## config.mk

```make
export PLATFORM = sky130hd
export DESIGN_NAME = fft_peak_detect
export DESIGN_NICKNAME = d
export VERILOG_FILES = /design/src/rtl/fft_peak_detect_pkg.sv /design/src/rtl/fft_peak_detect_mag_sq.sv /design/src/rtl/fft_peak_detect.sv
export SDC_FILE = /design/constraint.sdc
export NUM_CORES = 2
export LEC_CHECK = 0
export ABC_AREA = 1
export BUFFER_PORTS_ARGS = -buffer_cell sky130_fd_sc_hd__buf_2
export CORE_AREA = 2 2 259 261
export CTS_CLUSTER_SIZE = 28
export DETAILED_ROUTE_END_ITERATION = 8
export DIE_AREA = 0 0 261 263
export GPL_ROUTABILITY_DRIVEN = 0
export PLACE_DENSITY = 0.7
export SYNTH_ARGS = -nofsm -noshare
export SYNTH_HDL_FRONTEND = slang
export SYNTH_SLANG_ARGS = --single-unit
export TNS_END_PERCENT = 5
```

## constraint.sdc

```tcl
create_clock -name clk -period 12.29 [get_ports clk]
set_input_delay 0.6145 -clock clk [delete_from_list [all_inputs] [get_ports clk]]
set_output_delay 0.6145 -clock clk [all_outputs]
set_load 0.03 [all_outputs]
```

## src/rtl/fft_peak_detect_pkg.sv

```systemverilog
// Shared FFT definitions: sample/magnitude widths, magnitude type and peak-detector FSM states.
package fft_peak_detect_pkg;

    localparam int SAMPLE_W = 16;
    localparam int MAG_W    = 2 * SAMPLE_W;

    typedef logic [MAG_W-1:0] mag_t;

    typedef enum logic [2:0] {
        IDLE  = 3'd0,
        SCAN  = 3'd1,
        DRAIN = 3'd2,
        DONE  = 3'd3,
        WAIT  = 3'd4
    } state_t;

endpackage

```

## src/rtl/fft_peak_detect_mag_sq.sv

```systemverilog
// mag_sq: two-stage registered re^2 + im^2 with valid/tag passthrough and synchronous flush.
module mag_sq #(
    parameter int BIT_WIDTH = 16,
    parameter int TAG_W     = 9
) (
    input  logic                        clk,
    input  logic                        rst,
    input  logic                        flush,
    input  logic                        in_valid,
    input  logic [TAG_W-1:0]            in_tag,
    input  logic signed [BIT_WIDTH-1:0] re,
    input  logic signed [BIT_WIDTH-1:0] im,
    output logic                        out_valid,
    output logic [TAG_W-1:0]            out_tag,
    output logic [2*BIT_WIDTH-1:0]      mag
);

    localparam int SQ_W = 2 * BIT_WIDTH - 1;

    logic signed [2*BIT_WIDTH-1:0] re_ext;
    logic signed [2*BIT_WIDTH-1:0] im_ext;
    logic [SQ_W-1:0]               re_sq;
    logic [SQ_W-1:0]               im_sq;
    logic                          s1_valid;
    logic [TAG_W-1:0]              s1_tag;

    assign re_ext = {{BIT_WIDTH{re[BIT_WIDTH-1]}}, re};
    assign im_ext = {{BIT_WIDTH{im[BIT_WIDTH-1]}}, im};

    // Squares are never negative and peak at 2^(2*BIT_WIDTH-2), so the sign bit is dropped.
    always_ff @(posedge clk or posedge rst) begin
        if (rst) begin
            s1_valid  <= 1'b0;
            s1_tag    <= '0;
            re_sq     <= '0;
            im_sq     <= '0;
            out_valid <= 1'b0;
            out_tag   <= '0;
            mag       <= '0;
        end else begin
            s1_valid  <= in_valid && !flush;
            s1_tag    <= in_tag;
            re_sq     <= SQ_W'(re_ext * re_ext);
            im_sq     <= SQ_W'(im_ext * im_ext);
            out_valid <= s1_valid && !flush;
            out_tag   <= s1_tag;
            mag       <= {1'b0, re_sq} + {1'b0, im_sq};
        end
    end

endmodule

```

## src/rtl/fft_peak_detect.sv

```systemverilog
// Peak search over FFT bins 1..FFT_SIZE/2-1 during the output phase.
// Optional PEAK_NEIGHBOR_EN adds the magnitudes of the bins on either side of the peak.
module fft_peak_detect
    import fft_peak_detect_pkg::*;
#(
    parameter int BIT_WIDTH = 16,
    parameter int N         = 9,
    parameter int FFT_SIZE  = 512
) (
    input  logic                        clk,
    input  logic                        reset,
    input  logic                        fft_start,
    input  logic                        fft_done,
    input  logic signed [BIT_WIDTH-1:0] rd_re,
    input  logic signed [BIT_WIDTH-1:0] rd_im,
    input  logic [2*BIT_WIDTH-1:0]      threshold,
    output logic [N-2:0]                peak_bin,
    output logic [2*BIT_WIDTH-1:0]      peak_mag,
    output logic                        note_present,
    output logic                        peak_valid,
    output logic                        scan_err
`ifdef PEAK_NEIGHBOR_EN
    ,
    output logic [2*BIT_WIDTH-1:0]      nb_lo_mag,
    output logic [2*BIT_WIDTH-1:0]      nb_hi_mag
`endif
);

    localparam int MW   = 2 * BIT_WIDTH;
    localparam int HALF = FFT_SIZE / 2;
`ifdef PEAK_NEIGHBOR_EN
    localparam int LAST = HALF;
`else
    localparam int LAST = HALF - 1;
`endif
    localparam logic [N-1:0] LAST_BIN = N'(LAST);
    localparam logic [N-1:0] TOP_BIN  = N'(HALF - 1);

    state_t          state;
    logic [N-1:0]    cnt;
    logic            a_valid;
    logic [N-1:0]    a_bin;
    logic            m_valid;
    logic [N-1:0]    m_bin;
    logic [MW-1:0]   m_mag;
    logic [MW-1:0]   best_mag;
    logic [N-2:0]    best_bin;
    logic [MW-1:0]   nxt_mag;
    logic [N-2:0]    nxt_bin;
    logic            pulse_q;
    logic            feed;
    logic            abort;
    logic            flush;
    logic            active;
    logic            last;
    logic            upd;
`ifdef PEAK_NEIGHBOR_EN
    logic [MW-1:0]   prev_mag;
    logic [MW-1:0]   best_lo;
    logic [MW-1:0]   best_hi;
    logic            pend;
    logic [MW-1:0]   nxt_lo;
    logic [MW-1:0]   nxt_hi;
    logic            nxt_pend;
`endif

    assign feed   = !fft_start && fft_done && (state == IDLE || state == SCAN);
    assign abort  = !fft_start && (state == SCAN) && !fft_done;
    assign flush  = fft_start || abort;
    assign active = !fft_start && m_valid && (state == SCAN || state == DRAIN);
    assign last   = active && (m_bin == LAST_BIN);

    // fft_start must be able to kill a pulse already sitting in the output register.
    assign peak_valid = pulse_q && !fft_start;

    mag_sq #(
        .BIT_WIDTH (BIT_WIDTH),
        .TAG_W     (N)
    ) u_mag_sq (
        .clk       (clk),
        .rst       (reset),
        .flush     (flush),
        .in_valid  (a_valid),
        .in_tag    (a_bin),
        .re        (rd_re),
        .im        (rd_im),
        .out_valid (m_valid),
        .out_tag   (m_bin),
        .mag       (m_mag)
    );

    always_comb begin
        upd     = active && (m_bin != '0) && (m_bin <= TOP_BIN) && (m_mag > best_mag);
        nxt_mag = upd ? m_mag : best_mag;
        nxt_bin = upd ? m_bin[N-2:0] : best_bin;
`ifdef PEAK_NEIGHBOR_EN
        nxt_lo   = best_lo;
        nxt_hi   = best_hi;
        nxt_pend = pend;
        if (active && pend) begin
            nxt_hi   = m_mag;
            nxt_pend = 1'b0;
        end
        if (upd) begin
            nxt_lo   = prev_mag;
            nxt_pend = 1'b1;
        end
`endif
    end

    always_ff @(posedge clk or posedge reset) begin
        if (reset) begin
            state        <= IDLE;
            cnt          <= '0;
            a_valid      <= 1'b0;
            a_bin        <= '0;
            best_mag     <= '0;
            best_bin     <= '0;
            pulse_q      <= 1'b0;
            scan_err     <= 1'b0;
            peak_bin     <= '0;
            peak_mag     <= '0;
            note_present <= 1'b0;
`ifdef PEAK_NEIGHBOR_EN
            prev_mag     <= '0;
            best_lo      <= '0;
            best_hi      <= '0;
            pend         <= 1'b0;
            nb_lo_mag    <= '0;
            nb_hi_mag    <= '0;
`endif
        end else begin
            a_valid <= feed;
            a_bin   <= (state == IDLE) ? '0 : cnt;
            if (fft_start) begin
                state    <= IDLE;
                scan_err <= 1'b0;
                pulse_q  <= 1'b0;
            end else begin
                pulse_q <= 1'b0;
                case (state)
                    IDLE: if (fft_done) begin
                        state    <= SCAN;
                        cnt      <= N'(1);
                        best_mag <= '0;
                        best_bin <= '0;
`ifdef PEAK_NEIGHBOR_EN
                        best_lo  <= '0;
                        best_hi  <= '0;
                        pend     <= 1'b0;
`endif
                    end
                    SCAN: if (!fft_done) begin
                        state    <= IDLE;
                        scan_err <= 1'b1;
                    end else begin
                        cnt <= cnt + N'(1);
                        if (cnt == LAST_BIN) state <= DRAIN;
                    end
                    DRAIN: if (last) begin
                        state        <= DONE;
                        pulse_q      <= 1'b1;
                        peak_bin     <= nxt_bin;
                        peak_mag     <= nxt_mag;
                        note_present <= (nxt_mag >= threshold);
`ifdef PEAK_NEIGHBOR_EN
                        nb_lo_mag    <= nxt_lo;
                        nb_hi_mag    <= nxt_hi;
`endif
                    end
                    DONE:    state <= WAIT;
                    WAIT:    if (!fft_done) state <= IDLE;
                    default: state <= IDLE;
                endcase
                if (active) begin
                    best_mag <= nxt_mag;
                    best_bin <= nxt_bin;
`ifdef PEAK_NEIGHBOR_EN
                    prev_mag <= m_mag;
                    best_lo  <= nxt_lo;
                    best_hi  <= nxt_hi;
                    pend     <= nxt_pend;
`endif
                end
            end
        end
    end

endmodule

```

==> results <==
- Clock-pin slew was measured on the worst setup and hold paths at 0.06 ns.
- The end of the worst register-to-register path is note_present.
- The worst min-delay path class is input pin to async pin.
- The detailed router placed 22000 vias in this run.
- The clock latency reported for the late side of the worst-skew pair is 0.55 ns.
- At the end of the flow, the number of nets in the layout was 4380.
- Using the TritonRoute via totals, the vias-per-cell ratio works out to 4.92.
- The overall global routing resource usage is 19.7%.
- After layout, the worst path uses 47.2% of the clock period.
- After Yosys synthesis, XOR and XNOR cells account for 3.20% of the synthesized area.
- The tool flagged a number of max-cap violations equal to 0.
- The share of the synthesized area in compound gates (AO/OA/AOI/OAI) is 4.95%.
- For this configuration, the core starts out at a cell density of 44.6%.
- After the first detailed-routing iteration, the DRC count stood at 1484.
- The die outline height is 263 um.
- The largest fanout of any net on the critical path is 22.
- In this run the critical register-to-register path is launched from state[2].
- The number of I/O port buffers is 110.
- CTS placed an instance of sky130_fd_sc_hd__clkbuf_16 at the clock tree root.
- The final critical-path setup slack is 6.48 ns.
- The wire length of the first global-routing pass is 111000 um.
- The core region is 0.0656 mm^2.
- Setup violations remaining at the end of the flow were counted as 0.
- During I/O placement, the number of pins put on the boundary was 111.
- The slowest cell on the critical path is sky130_fd_sc_hd__fa_1.
- In the synthesized netlist the dominant register cell turns out to be sky130_fd_sc_hd__dfrtp_1.
- Setup total negative slack on the finished layout was measured at 0 ns.
- The number of clock sinks seen by CTS is 217.
- The via count of the first global-routing pass is 23000.
- The setup clock skew after layout is 0.0341 ns.
- The number of diodes added for antenna fixing is 0.
- The worst slack at placement is 5.98 ns.
- The largest single stage delay on the critical path is 0.68 ns.
- Once the clock tree was built, the resizer swapped 0 gates to a different size.
- The overall die area is 0.0686 mm^2.
- The arrival time at the worst endpoint is 6.21 ns.
- The share of the Yosys chip area taken by registers is 18.5%.
- The leftover overflow at the end of global routing is 0.
- Setup repair after global routing left no endpoint under its margin.
- The number of unique standard cell types used by synthesis is 44.
- After synthesis, the mean cell area works out to 8.27 um^2.
- The initial antenna violation count is 0.
- The share of flip-flops with an asynchronous set or reset after synthesis is 100%.
- For the worst setup path, the data required time is 12.70 ns.
- The critical path buffer and inverter count is 7.
- The critical path is of the input pin to register type.
- The capturing element type of the critical path is a register.
- The count of final hold-check violations is 0.
- At the pin with the least slew margin, the transition time is 1.05 ns.
- In this run, synthesis inferred 0 flip-flops with an integrated enable.
- STA classifies the critical path startpoint as an input pin.
- Of the total synthesized cell area, the portion taken by full adders, half adders and majority gates is 42.7%.
- The layout-stage area growth over the synthesis result is 7.21%.
- The maximum level of the CTS H-tree is 1.
- Counting flops and latches in the post-synthesis netlist gives 217.
- The HPWL after detailed placement is 53700 um.
- TritonCTS built the clock tree.
- The maximum clock insertion buffer count is 3.
- The core occupancy in the finished layout is 47.8%.
- The leading area contributor after synthesis is sky130_fd_sc_hd__fa_1.
- After synthesis, the share of cell area in mux cells is 0%.
- The share of synthesized cell area in and, or, nand and nor gates is 17.0%.
- In this run the remaining antenna-violating nets after routing total 0.
- The number of setup buffers added after CTS is 0.
- The number of cells on the worst reg-to-reg path is 18.
- The run finished with clean final reports.
- The count of hold-fix buffers inserted at cts is 0.
- The length of the first detailed-routing pass in iterations is 5.
- In this run the register-to-register setup slack is 7.78 ns.
- Of the post-synthesis cell area, the dominant cell type holds 31.3%.
- The number of clock buffers inserted by TritonCTS is 25.
- Measured along the x axis, the die boundary spans 261 um.
- The share of layout cells above drive strength 1 is 4.99%.
- Yosys attributes the largest share of cell area to sky130_fd_sc_hd__fa_1 (31%), sky130_fd_sc_hd__dfrtp_1 (19%), sky130_fd_sc_hd__inv_1 (12%).
- The detailed-route wire length is 64600 um.
- The relative slew slack is 30.2%.
- The number of warnings issued by yosys is 0.
- Traced cell by cell, the critical path runs through buf_2 -> nand2_1 -> inv_1 -> fa_1 -> inv_1 -> fa_1 -> inv_1 -> fa_1 -> fa_1 -> inv_1 -> fa_1 -> inv_1 -> fa_1 -> ha_1 -> nand2_1 -> nor4_1 -> nand3_1 -> nand3_1 -> nand2_1 -> inv_1 -> nor2_1.
- The commonest cells after synthesis are sky130_fd_sc_hd__inv_1 (946), sky130_fd_sc_hd__nand2_1 (714), sky130_fd_sc_hd__fa_1 (458), sky130_fd_sc_hd__ha_1 (266), sky130_fd_sc_hd__dfrtp_1 (217).
- For this run, the top clock speed supported by timing is 172 MHz.
- The detail-routed net length per standard cell is 14.5 um.
- The kind of cell with the highest combined delay on the critical path is adder cells.
- The most frequently used cell type in the post-synthesis netlist is sky130_fd_sc_hd__inv_1.
- The clock period could shrink to 5.81 ns.
- The largest family of logic cells by synthesized area is adder cells.
- Entering global routing, the biggest net connects 144 pins.
- The post-synthesis instance total is 3539.
- After detailed routing, the number of remaining DRC violations is 0.
- The count of final max-slew check failures is 0.
- The synthesized cell area is 0.0293 mm^2.
- The number of nets in the synthesized netlist is 4331.
- In this run the core area contains 94 standard-cell rows.
## metrics by stage
| stage | instances | cell area (um^2) | hold slack, ns |
|---|---|---|---|
| CTS | 4469 | 31400 | 0.320 |
| detailed placement | 4425 | 30500 | 0.336 |
| floorplan | 3539 | 29300 | 0.331 |
| finish | 4469 | 31400 | 0.202 |
| global route | 4469 | 31400 | 0.356 |
| global placement | 4425 | 30500 | 0.332 |
## area by class of cell
class,count,area (um^2)
Clock inverter,7,83.8
Sequential cell,217,5430
Multi-Input combinational cell,2278,19900
Clock buffer,37,761
Fill cell,6360,34200
Timing Repair Buffer,114,581
Inverter,952,3580
Tap cell,864,1080
## sequential cells by signal, summed over array words and instances, names as in the netlist
name and cells:
state 3, u_mag_sq.out_valid 1, scan_err 1, note_present 1, a_bin 9, cnt 9
pulse_q 1, u_mag_sq.out_tag 9, peak_bin 8, u_mag_sq.mag 32, best_mag 32, a_valid 1
best_bin 8, u_mag_sq.re_sq 30, u_mag_sq.s1_valid 1, peak_mag 32, u_mag_sq.im_sq 30, u_mag_sq.s1_tag 9
## cells in the final DEF, fill, tap and decap left out, types with 2 or more instances in the layout
cell type	instances
sky130_fd_sc_hd__a21boi_0	3
sky130_fd_sc_hd__o211ai_1	4
sky130_fd_sc_hd__inv_2	4
sky130_fd_sc_hd__dfrtp_1	217
sky130_fd_sc_hd__buf_2	110
sky130_fd_sc_hd__inv_1	945
sky130_fd_sc_hd__nor2_1	156
sky130_fd_sc_hd__nand2_1	714
sky130_fd_sc_hd__nor3b_1	3
sky130_fd_sc_hd__and2_1	31
sky130_fd_sc_hd__o22ai_1	2
sky130_fd_sc_hd__nand4_1	26
sky130_fd_sc_hd__clkbuf_1	3
sky130_fd_sc_hd__a31oi_1	3
sky130_fd_sc_hd__a31o_2	4
sky130_fd_sc_hd__o21ai_0	68
sky130_fd_sc_hd__a21o_1	11
sky130_fd_sc_hd__xor2_1	74
sky130_fd_sc_hd__xnor2_1	33
sky130_fd_sc_hd__clkinv_2	2
sky130_fd_sc_hd__nor4_1	7
sky130_fd_sc_hd__nand3_1	196
sky130_fd_sc_hd__nor2_2	4
sky130_fd_sc_hd__nand3b_1	5
sky130_fd_sc_hd__a21oi_1	139
sky130_fd_sc_hd__clkinv_1	2
sky130_fd_sc_hd__o21bai_1	15
sky130_fd_sc_hd__a211oi_1	2
sky130_fd_sc_hd__o21a_1	8
sky130_fd_sc_hd__o31ai_1	2
sky130_fd_sc_hd__clkinvlp_4	2
sky130_fd_sc_hd__fa_1	458
sky130_fd_sc_hd__nor3_2	2
sky130_fd_sc_hd__ha_1	266
sky130_fd_sc_hd__clkbuf_8	9
sky130_fd_sc_hd__buf_4	4
sky130_fd_sc_hd__nor3_1	29
sky130_fd_sc_hd__or2_2	6
sky130_fd_sc_hd__clkbuf_16	25
## worst max path at each step
stage / startpoint / to / slack [ns] / cells after the start
after floorplan: reset / a_bin[0] / 5.74 / 1
after global placement: rd_re[15] / u_mag_sq.re_sq[27] / 6.06 / 21
after detailed placement: rd_re[15] / u_mag_sq.re_sq[27] / 5.98 / 21
after CTS: rd_re[15] / u_mag_sq.re_sq[27] / 6.49 / 21
after global routing: rd_re[15] / u_mag_sq.re_sq[24] / 6.18 / 22
final: rd_re[15] / u_mag_sq.re_sq[27] / 6.48 / 21
## worst reg2reg max path: stages, from the launching register on
cell and delay, ns:
sky130_fd_sc_hd__dfrtp_1 0.45, sky130_fd_sc_hd__nor2_2 0.19, sky130_fd_sc_hd__nand2_1 0.15, sky130_fd_sc_hd__nand2_1 0.10
sky130_fd_sc_hd__nand3_1 0.13, sky130_fd_sc_hd__nor3_1 0.32, sky130_fd_sc_hd__nand2_1 0.11, sky130_fd_sc_hd__inv_2 0.56
sky130_fd_sc_hd__nand2_2 0.71, sky130_fd_sc_hd__nand2_1 0.32, sky130_fd_sc_hd__and2_1 0.18, sky130_fd_sc_hd__ha_1 0.25
sky130_fd_sc_hd__a21oi_1 0.16, sky130_fd_sc_hd__o21ai_0 0.13, sky130_fd_sc_hd__a21oi_1 0.27, sky130_fd_sc_hd__o21a_1 0.19
sky130_fd_sc_hd__nand3_1 0.10, sky130_fd_sc_hd__nand2_1 0.07, sky130_fd_sc_hd__nand2_1 0.05
## per-layer routing
| layer | vias up | global-route usage (%) | wire length, um |
|---|---|---|---|
| met5 | - | 0 | 0 |
| met4 | 0 | 4.45 | 1460 |
| met3 | 103 | 1.87 | 3000 |
| met2 | 548 | 35.4 | 33000 |
| met1 | 10700 | 25.5 | 27200 |
| li1 | 10600 | - | - |
## logic make-up (layout without fill, tap and decap cells)
group | after synthesis | count (layout)
AOI/OAI and AO/OA | 262 | 262
buffers and inverters | 1044 | 1110
and+or+nand+nor | 1185 | 1185
adders and majority gates | 724 | 724
xor gates and xnor gates | 107 | 107
DFF | 217 | 217
Power is left out: the tool's default activity adds up to more than one toggle a clock period on the data nets, which glitch-free logic cannot reach.
